File: config.mk
export PLATFORM = sky130hd
export DESIGN_NAME = multiplier_datapath
export DESIGN_NICKNAME = d
export VERILOG_FILES = /design/src/rtl/multiplier_datapath.sv
export SDC_FILE = /design/constraint.sdc
export NUM_CORES = 1
export LEC_CHECK = 0
export ABC_AREA = 1
export CAP_MARGIN = 0
export CORE_MARGIN = 2
export CORE_UTILIZATION = 50
export CTS_BUF_LIST = sky130_fd_sc_hd__clkbuf_4
export CTS_CLUSTER_DIAMETER = 100
export DETAILED_ROUTE_END_ITERATION = 8
export PLACE_DENSITY = 0.84
export SYNTH_ARGS = -nofsm -noshare
export SYNTH_HDL_FRONTEND = slang
export SYNTH_SLANG_ARGS = --single-unit
File: constraint.sdc
create_clock -name clk -period 2.4 [get_ports clk]
set_input_delay 0.48 -clock clk [delete_from_list [all_inputs] [get_ports clk]]
set_output_delay 0.48 -clock clk [all_outputs]
set_load 0.02 [all_outputs]
File: src/rtl/multiplier_datapath.sv
// Shift-and-add multiplier datapath.
// Responds to a Moore controller: load captures the operands, each accepted
// shift step adds the shifted multiplicand into the accumulator when the
// current multiplier LSB is set. After WORD_LENGTH accepted steps the
// accumulator holds the full unsigned product and FinishShift stays high
// until the next load, synchronous clear or reset.
module multiplier_datapath #(
  parameter int WORD_LENGTH = 8
) (
  input  logic                     clk,
  input  logic                     Reset,
  input  logic                     load,
  input  logic                     shift,
  input  logic                     sync_reset,
  input  logic                     enable,
  input  logic [WORD_LENGTH-1:0]   Multiplicand,
  input  logic [WORD_LENGTH-1:0]   Multiplier,
  output logic                     FinishLoad,
  output logic                     FinishShift,
  output logic [2*WORD_LENGTH-1:0] Product
);

  // The counter must be able to hold WORD_LENGTH itself, hence the extra bit.
  localparam int CW = $clog2(WORD_LENGTH) + 1;
  localparam logic [CW-1:0] STEPS = CW'(WORD_LENGTH);

  logic [2*WORD_LENGTH-1:0] mcand_q, mcand_d;
  logic [WORD_LENGTH-1:0]   mplier_q, mplier_d;
  logic [2*WORD_LENGTH-1:0] acc_q, acc_d;
  logic [CW-1:0]            cnt_q, cnt_d;
  logic                     fload_q, fload_d;
  logic                     step_ok;

  // A step is accepted only while enabled and not yet complete; once the
  // counter reaches WORD_LENGTH further shifts are ignored (no wrap).
  assign step_ok = shift && enable && (cnt_q < STEPS);

  // Next-state selection: synchronous clear, then load, then shift step.
  always_comb begin
    mcand_d  = mcand_q;
    mplier_d = mplier_q;
    acc_d    = acc_q;
    cnt_d    = cnt_q;
    fload_d  = fload_q;
    if (!sync_reset) begin
      mcand_d  = '0;
      mplier_d = '0;
      acc_d    = '0;
      cnt_d    = '0;
      fload_d  = 1'b0;
    end else if (load) begin
      mcand_d  = {{WORD_LENGTH{1'b0}}, Multiplicand};
      mplier_d = Multiplier;
      acc_d    = '0;
      cnt_d    = '0;
      fload_d  = 1'b1;
    end else if (step_ok) begin
      if (mplier_q[0]) begin
        acc_d = acc_q + mcand_q;
      end
      mcand_d  = mcand_q << 1;
      mplier_d = mplier_q >> 1;
      cnt_d    = cnt_q + CW'(1);
      fload_d  = 1'b0;
    end
  end

  // Datapath registers with asynchronous clear on Reset low.
  always_ff @(posedge clk or negedge Reset) begin
    if (!Reset) begin
      mcand_q  <= '0;
      mplier_q <= '0;
      acc_q    <= '0;
      cnt_q    <= '0;
      fload_q  <= 1'b0;
    end else begin
      mcand_q  <= mcand_d;
      mplier_q <= mplier_d;
      acc_q    <= acc_d;
      cnt_q    <= cnt_d;
      fload_q  <= fload_d;
    end
  end

  // FinishShift is decoded from the counter so it clears with every path
  // that clears the counter (load, sync clear, Reset).
  assign FinishShift = (cnt_q == STEPS);
  assign FinishLoad  = fload_q;
  assign Product     = acc_q;

endmodule

# Yosys cells after proc, flatten, opt, wreduce, memory -nomap -nowiden
# Cells that the tools add are included.
word_totals:
  output_inout_bits: 18
  regBits: 45
  word_cells: 30
  inputBits: 22
classes:
  magnitude_cmp: 1
  n_reduce_logical: 3
  muxes: 16
  n_eq_ne: 3
  add_sub_neg: 2
op_table:
  columns: ["op", "n"]
  rows:
  - ["2-to-1 mux 16 bit", 7]
  - ["2-to-1 mux 8 bit", 3]
  - ["adder 16 bit", 1]
  - ["2-to-1 mux 4 bit", 3]
  - ["inequality test 3 x 2 -> 1 bit, second input constant", 2]
  - ["adder 4 x 1 -> 4 bit, second input constant", 1]
  - ["== test 4 bit, second input constant", 1]
  - ["< comparator 4 bit, second input constant", 1]
  - ["2-to-1 mux 1 bit", 3]
  - ["logical AND 1 bit", 2]
  - ["AND reduction 2 bit", 1]

# Logic depth before layout (Yosys ltp)
# Gate-level depths: netlist of the first run.
logic_depth:
  depth_word: 5
  depth_mapped: 11
  mapped_depth_nobuf: 11

# Least setup slack after synthesis of the first run
# No wires, ideal clock.
synth_path:
  kind: "flip-flop to flip-flop"
  startpoint: "reg acc_q[0], in the netlist Product[0]"
  endpoint: "reg acc_q[12], in the netlist Product[12]"
  path_slack_ns: 0.655
  period_less_slack_ns: 1.745
  setup_time_ns: 0.117
  path_buffers: 0
  stages_incl_launch_ff: 12
  t_arrival_ns: 1.627
  t_required_ns: 2.283
  cell_sequence: "dfrtp_1 -> ha_1 -> inv_1 -> fa_1 -> inv_1 -> nand3_1 -> nand3_1 -> nand3_1 -> nand3_1 -> nand2_1 -> nand3_1 -> nand2_1"
synth_between:
  elab_chain_len: 5
synth_rtl:
  columns: ["item", "line", "text"]
  rows:
  - ["start: declaration", "29", "logic [2*WORD_LENGTH-1:0] acc_q, acc_d;"]
  - ["start signal: assignment", "73", "acc_q <= '0;"]
  - ["start signal: assignment", "79", "acc_q <= acc_d;"]
  - ["adder 16 bit", "59", "acc_d = acc_q + mcand_q;"]
  - ["2-to-1 mux 16 bit", "58", "if (mplier_q[0]) begin"]
  - ["2-to-1 mux 16 bit", "57", "end else if (step_ok) begin"]
  - ["2-to-1 mux 16 bit", "51", "end else if (load) begin"]
  - ["2-to-1 mux 16 bit", "45", "if (!sync_reset) begin"]
# Every way passes these cells. The select of a mux whose other input is x is not followed.
# A chain may end at the register's enable or synchronous reset.

# Worst setup path in the final report of the first run
layout_path:
  startpoint: "reg cnt_q[0]"
  endpoint: "out FinishShift"
layout_between:
  elab_chain_len: 1
layout_rtl:
  columns: ["item", "line", "text"]
  rows:
  - ["start: declaration", "30", "logic [CW-1:0] cnt_q, cnt_d;"]
  - ["start signal: assignment", "80", "cnt_q <= cnt_d;"]
  - ["== test 4 bit", "87", "assign FinishShift = (cnt_q == STEPS);"]
  - ["end: declaration", "19", "output logic FinishShift,"]
# Every way passes these cells.

==> results of run 1 <==
[cell families (layout without fill, tap and decap cells)]
| logic type | after synthesis | count (layout) | share of synthesized area (%) |
|---|---|---|---|
| buffers and inverters | 80 | 121 | 11.3 |
| and+or+nand+nor | 183 | 183 | 27.9 |
| adders and majority gates | 18 | 18 | 8.13 |
| xor gates and xnor gates | 4 | 4 | 1.22 |
| AOI/OAI and AO/OA | 63 | 63 | 12.1 |
| DFF | 45 | 45 | 39.3 |
[worst max-delay path, stage by stage, from the launching register on]
cell	delay (ns)
dfrtp_1	0.41
inv_1	0.11
ha_1	0.16
nand2_1	0.05
nor2_1	0.08
clkdlybuf4s50_1	0.61
[synth_stat cells, types with 3 or more instances]
cell	count	share of area [%]
clkbuf_1	4	0.52
inv_1	66	8.7
o22ai_1	8	1.7
nand2_1	120	16
nor2_1	11	1.4
o21ai_1	3	0.52
a21oi_1	9	1.6
nand3_1	38	6.6
ha_1	17	7.4
o21ai_0	37	6.5
dfrtp_1	45	39
a21oi_2	3	0.92
nor3_1	3	0.52
buf_2	3	0.52
[cell type report]
class | instances | area, µm²
Clock buffer | 5 | 37.5
Clock inverter | 3 | 41.3
Fill cell | 507 | 2100
Inverter | 70 | 268
Multi-Input combinational cell | 268 | 1410
Sequential cell | 45 | 1130
Tap cell | 72 | 90.1
Timing Repair Buffer | 43 | 428
[per-stage QoR]
stage | worst slack [ns] | util (%) | power [mW] | area (µm²)
after floorplan | 0.655 | - | 0.897 | 2860
after global placement | 0.448 | 60.4 | 0.970 | 3330
after detailed placement | 0.408 | 60.4 | 0.975 | 3330
after CTS | 0.0956 | 61.8 | 1.45 | 3400
after global routing | 0.0270 | 61.8 | 1.50 | 3400
final | 0.130 | 61.8 | 1.44 | 3400
[cells in the final DEF (no fill, tap or decap)]
cell / Yosys / routed
nor2_2: 1 / 1
clkinv_1: 0 / 1
clkinvlp_4: 0 / 1
nand4_1: 2 / 2
nand2_1: 120 / 120
nor3_1: 3 / 3
clkdlybuf4s50_1: 0 / 38
nor2_8: 2 / 2
fa_1: 1 / 1
nand3_1: 38 / 38
o21ai_0: 37 / 37
o21ai_1: 3 / 3
o22ai_1: 8 / 8
ha_1: 17 / 17
a21oi_2: 3 / 3
nor4_1: 1 / 1
clkbuf_4: 0 / 5
buf_12: 0 / 1
xor2_1: 2 / 2
or2_2: 1 / 1
o21a_1: 1 / 1
a22o_1: 1 / 1
nand2_2: 1 / 1
inv_2: 2 / 2
inv_4: 2 / 2
xnor2_1: 2 / 2
buf_4: 2 / 3
dfrtp_1: 45 / 45
o21ai_2: 1 / 1
nor2_1: 11 / 11
and2_1: 1 / 1
nand3b_1: 1 / 1
nand2_4: 1 / 1
buf_2: 3 / 1
a21oi_1: 9 / 9
bufinv_16: 0 / 1
inv_1: 66 / 66
[metal layers]
| layer | wire, µm | track usage [%] | up-vias |
|---|---|---|---|
| li1 | - | - | 1330 |
| met1 | 2820 | 27.0 | 1157 |
| met2 | 2980 | 36.6 | 43 |
| met3 | 177 | 3.85 | 9 |
| met4 | 81 | 6.55 | 0 |
| met5 | 0 | 0 | - |
[power groups by stage]
stage                     logic, mW  clock network (mW)  registers [mW]
after global routing          0.194               0.513           0.791
after global placement        0.167                   0           0.802
after floorplan              0.0956                   0           0.802
after detailed placement      0.172                   0           0.803
after CTS                     0.172               0.489           0.788
final                         0.170               0.479           0.788
[final timing paths]
| check | slack [ns] | to | start |
|---|---|---|---|
| max | 0.13 | FinishShift | cnt_q[0]$_DFFE_PN0P_ |
| min | 0.17 | Product[6]$_DFFE_PN0P_ | Reset |
| max reg2reg | 0.51 | Product[12]$_DFFE_PN0P_ | Product[0]$_DFFE_PN0P_ |
| min reg2reg | 0.53 | FinishLoad$_DFFE_PN0P_ | FinishLoad$_DFFE_PN0P_ |
| max in group asynchronous | 1.83 | mcand_q[3]$_DFFE_PN0P_ | Reset |
| min in group clk | 0.53 | FinishLoad$_DFFE_PN0P_ | FinishLoad$_DFFE_PN0P_ |
[flip-flops by register name, summed over array words and instances, names as in the netlist]
register and count:
Product 16, FinishLoad 1, cnt_q 4, mplier_q 8
mcand_q 16
==> metrics.md, run 1 <==
| Metric | Value |
|---|---|
| Synth Flop Type | dfrtp_1 |
| Final Cycle Share | a little over nine tenths |
| Mapped cell area | 2860 µm² |
| Comb pwr share | around an eighth |
| Sw Share | about a quarter |
| Peak supply drop | 237 µV |
| Seq/Total Area, Yosys | about two fifths |
| Worst Tran Pin Value | 0.579 ns |
| Leakage Power | approximately 1.8 nW |
| Port Buf Inserts | 39 |
| Clock Sinks | 45 |
| Req. time, crit path | between 1.5 and 2 ns |
| GRT overflow | 0 |
| Initial Util | a little over half |
| Syn nets | 433 |
| Clock Path Buffers | 2 |
| Rows | 27 |
| Root Driver | clkbuf_4 |
| GRT Util Overall | a little over a fifth |
| DR iter-0 viols | 125 |
| Cell Pwr Density | approximately 420 nW/µm² |
| Clk_skew | around 0.011 ns |
| CP Max Fanout | 4 |
| F_max | 0.440 GHz |
| I/O pins | 40 |
| Final WL | 6070 µm |
| Crit Path Class | flop to output port |
| Instance count of the mapped netlist | slightly below 400 |
| CP Data Arrival Time | ~1.8 ns |
| DR vias | around 2,500 |
| Layout cell share with drive strength beyond 1 | under 10% |
| Vias in the first global route | 2,501 |
| Worst-Skew Late Latency | 0.37 ns |
| Placed Instances | 498 |
| Hold Buf Count CTS | 0 |
| Sequential share of power | between 50% and 60% |
| Via-per-instance ratio | between 5 and 6 |
| CTS tree | done |
| DPL Wire Length | between 4000 and 5000 µm |
| Total Neg Setup Slack | 0 ns |
| Internal Power | around 1.1 mW |
| Crit path time final | 2.27 ns |
| Worst setup EP type | output port |
| Worst hold slack | 0.170 ns |
| Cell count of the worst reg-to-reg path | 11 |
| First-pass GRT wire length | approximately 11,000 µm |
| Ys async rst share | 100% |
| Final Hold Fails | 0 |
| Placer congestion estimate | about 0.94 |
| Area Overhead vs Synth | 18.9% |
| DRC errors left | 0 |
| Post-synthesis cell type count | 33 |
| Post-CTS Resized | 0 |
| Core area | 5510 µm² |
| Largest net degree at the start of global routing | 46 |
| Worst min path class | input port to async pin |
| Setup-failing EPs final | 0 |
| Final std cells w/o fill | 506 |
| Switching power total | roughly 0.37 mW |
| Slew headroom | between 60% and 70% |
| Clock power share | 33.3% |
| Post-synth EDFFs | 0 |
| Post-CTS Setup Repair Bufs | 0 |
| Die X | ~80 µm |
| Initial antenna violation count | 0 |
| Chip Height | 79.7 µm |
| Die ar. | around 6300 µm² |
| Reg clk slew, reported paths | 0.15 ns |
| Clock buffer count from CTS | 5 |
| Final Max Slew Viols | 0 |
| MaxCap Viol Count | 0 |
| Router iterations before antenna repair | 4 |
| Unrepaired setup endpoints after global routing | false |
| # diodes | 0 |
| Startpoint Class | flop |
| Post-layout nets | ~470 |
| Avg Cell Area, Syn | about 7.3 µm² |
| Status | finished clean |
| Ys Warns | 0 |
| H-tree level count | 2 |
| FF+latch count, synth | 45 |
| Number of routed nets with antenna violations | 0 |
| Routed len/inst | between 10 and 15 µm |
(Power assumes the default switching activity.)
==> run 2, diff against run 1 <==
--- a/config.mk
+++ b/config.mk
@@ -6,7 +6,7 @@
 export NUM_CORES = 1
 export LEC_CHECK = 0
 export ABC_AREA = 1
-export CAP_MARGIN = 0
+export CAP_MARGIN = 20
 export CORE_MARGIN = 2
 export CORE_UTILIZATION = 50
 export CTS_BUF_LIST = sky130_fd_sc_hd__clkbuf_4
==> results of run 2 <==
Same layout as run 1: the final DEF is identical, and so are final timing and power.
==> run 3, diff against run 2 <==
--- a/config.mk
+++ b/config.mk
@@ -8,11 +8,11 @@
 export ABC_AREA = 1
 export CAP_MARGIN = 20
 export CORE_MARGIN = 2
-export CORE_UTILIZATION = 50
+export CORE_UTILIZATION = 40
 export CTS_BUF_LIST = sky130_fd_sc_hd__clkbuf_4
 export CTS_CLUSTER_DIAMETER = 100
 export DETAILED_ROUTE_END_ITERATION = 8
-export PLACE_DENSITY = 0.84
+export PLACE_DENSITY = 0.71
 export SYNTH_ARGS = -nofsm -noshare
 export SYNTH_HDL_FRONTEND = slang
 export SYNTH_SLANG_ARGS = --single-unit
==> run 3 against run 2 <==
  * Final cell count grew 4.7%
  * Critical path depth unchanged
  * Global-route usage fell by 4.7 points
  * Non-clock buffer count is the same
  * Worst setup slack worse by 0.014 ns
  * Via count grew 0.63%
  * Worst hold slack improved by 0.0035 ns
  * Clock skew fell by 0.0072 ns
  * Sequential share of layout area is essentially flat
  * First-iteration DRC count down 38%
  * Flip-flop and latch count unchanged
  * Routed wire length grew 0.73%
==> metrics.md, run 3 (synthesis gave the netlist of run 1 again) <==
| Metric | Value |
|---|---|
| CTS tree | done (unchanged) |
| Post-CTS Setup Repair Bufs | 0 (unchanged) |
| Reg clk slew, reported paths | 0.14 ns (was 0.15 ns) |
| CP startpoint | cnt_q[0]$_DFFE_PN0P_ (unchanged) |
| Most common cell after layout, fill and taps aside | nand2_1 (unchanged) |
| WP buf/inv | 2 (unchanged) |
| Post-CTS Resized | 0 (unchanged) |
| Router iterations before antenna repair | 5 (was 4) |
| Via-per-instance ratio | 4.82 (was 5.02) |
| F_max | 0.438 GHz (was 0.440 GHz) |
| Crit Path Class | flop to output port (unchanged) |
| Clock Path Buffers | 2 (unchanged) |
| Slowest CP cell | clkdlybuf4s50_1 (unchanged) |
| Number of routed nets with antenna violations | 0 (unchanged) |
| Final Max Slew Viols | 0 (unchanged) |
| Port Buf Inserts | 39 (unchanged) |
| DPL Wire Length | 4730 µm (was 4610 µm) |
| Placer congestion estimate | 0.831 (was 0.938) |
| Area Overhead vs Synth | 18.8% (was 18.9%) |
| DR vias | 2,555 (was 2,539) |
| Commonest non-fill, non-tap cells in the layout | nand2_1, inv_1, dfrtp_1 (unchanged) |
| Root Driver | clkbuf_4 (unchanged) |
| Clk_skew | 0.00347 ns (was 0.0107 ns) |
| # fillers | 685 (was 507) |
| Core area | 6870 µm² (was 5510 µm²) |
| Final Instance Area | 3400 µm² (about the same) |
| Worst setup EP type | output port (unchanged) |
| Routed len/inst | 11.5 µm (was 12.0 µm) |
| Worst-Skew Late Latency | 0.35 ns (was 0.37 ns) |
| Leakage Power | 1.79 nW (was 1.80 nW) |
| Startpoint Class | flop (unchanged) |
| Slowest Stage Delay on Critical Path | 0.61 ns (about the same) |
| Worst Tran Pin Value | 0.557 ns (was 0.579 ns) |
| Final Cycle Share | 95.2% (was 94.6%) |
| Initial antenna violation count | 0 (unchanged) |
| CP Max Fanout | 4 (unchanged) |
| Slew headroom | 62.9% (was 61.4%) |
| Die X | 88.6 µm (was 79.7 µm) |
| Peak supply drop | 210 µV (was 237 µV) |
| # diodes | 0 (unchanged) |
| GRT overflow | 0 (unchanged) |
| Clock Sinks | 45 (unchanged) |
| Die ar. | 7850 µm² (was 6350 µm²) |
| Worst min path class | input port to async pin (unchanged) |
| MaxCap Viol Count | 0 (unchanged) |
| Setup-failing EPs final | 0 (unchanged) |
| CP Data Arrival Time | 1.80 ns (was 1.79 ns) |
| Hold Buf Count CTS | 0 (unchanged) |
| Total Neg Setup Slack | 0 ns (unchanged) |
| Critical path's top delay family | buffers and inverters (unchanged) |
| H-tree level count | 2 (unchanged) |
| Crit path time final | 2.28 ns (was 2.27 ns) |
| Crit-path cells | inv_1 -> ha_1 -> nand2_1 -> nor2_1 -> clkdlybuf4s50_1 (unchanged) |
| Rows | 30 (was 27) |
| GRT Util Overall | 16.5% (was 21.2%) |
| Chip Height | 88.6 µm (was 79.7 µm) |
| Status | finished clean (unchanged) |
| FF-to-FF Start | Product[0]$_DFFE_PN0P_ (unchanged) |
| Final Hold Fails | 0 (unchanged) |
| Largest net degree at the start of global routing | 46 (unchanged) |
| Clock buffer count from CTS | 5 (unchanged) |
| I/O pins | 40 (unchanged) |
| DR iter-0 viols | 78 (was 125) |
| Initial Util | 41.7% (was 52.0%) |
| Req. time, crit path | 1.92 ns (about the same) |
| First-pass GRT wire length | 10,300 µm (was 10,600 µm) |
| Multi-input logic area | 1410 µm² (unchanged) |
| Reg area | 1130 µm² (unchanged) |
| Post-DP Area | 3340 µm² (was 3330 µm²) |
| Final WL | 6110 µm (was 6070 µm) |
| Post-layout util | 49.5% (was 61.8%) |
| Layout cell share with drive strength beyond 1 | 6.22% (was 5.99%) |
| DRC errors left | 0 (unchanged) |
| Cell Pwr Density | 394 nW/µm² (was 422 nW/µm²) |
| Unrepaired setup endpoints after global routing | false (unchanged) |
| Post-layout nets | 473 (unchanged) |
| Vias in the first global route | 2,396 (was 2,501) |
run 3: cell count changes in the layout (fill, tap and decap cells not counted):
cell        change
clkbuf_4        +1
clkinvlp_4      +1
clkinv_1        -1
bufinv_16       -1
buf_4           +1
buf_12          -1
run 3: path summary, 6_finish.rpt:
kind	depth (start not counted)	slack (ns)	to
max	5	0.12	FinishShift
min	2	0.17	Product[11]$_DFFE_PN0P_
max reg2reg	11	0.55	Product[12]$_DFFE_PN0P_
min reg2reg	2	0.53	FinishLoad$_DFFE_PN0P_
max in group asynchronous	2	1.85	FinishLoad$_DFFE_PN0P_
min in group clk	2	0.53	FinishLoad$_DFFE_PN0P_
run 3: final cells by class:
class,count,share of cell area (%)
multi-input cells,268,41.5
inverters,70,7.87
repair buffers,43,12.2
flip-flops and latches,45,33.1
well taps,96,3.53
clock buffers,6,1.32
clock inverters,2,0.441
run 3: stage by stage:
| step | instances | hold WS [ns] | total power, mW | setup slack [ns] |
|---|---|---|---|---|
| final | 530 | 0.174 | 1.34 | 0.116 |
| after global routing | 530 | 0.212 | 1.40 | 0.00146 |
| after CTS | 530 | 0.182 | 1.35 | 0.0850 |
| after detailed placement | 522 | 0.497 | 0.973 | 0.390 |
| after global placement | 522 | 0.503 | 0.968 | 0.406 |
| after floorplan | 393 | 0.184 | 0.897 | 0.655 |
run 3: per-layer routing:
layer,vias to the layer above,track usage (%),part of all wire [%]
li1,1328,-,-
met3,6,2.71,3.2
met1,1172,21.6,47
met5,-,0,0
met2,49,28.9,48
met4,0,3.58,0.90
run 3: where the power goes:
part | leakage, nW | switching (mW) | total (mW) | internal (mW)
Sequential | 0.617 | 0.0109 | 0.789 | 0.779
Clock | 0.0279 | 0.257 | 0.384 | 0.126
Combinational | 1.14 | 0.0985 | 0.167 | 0.0685
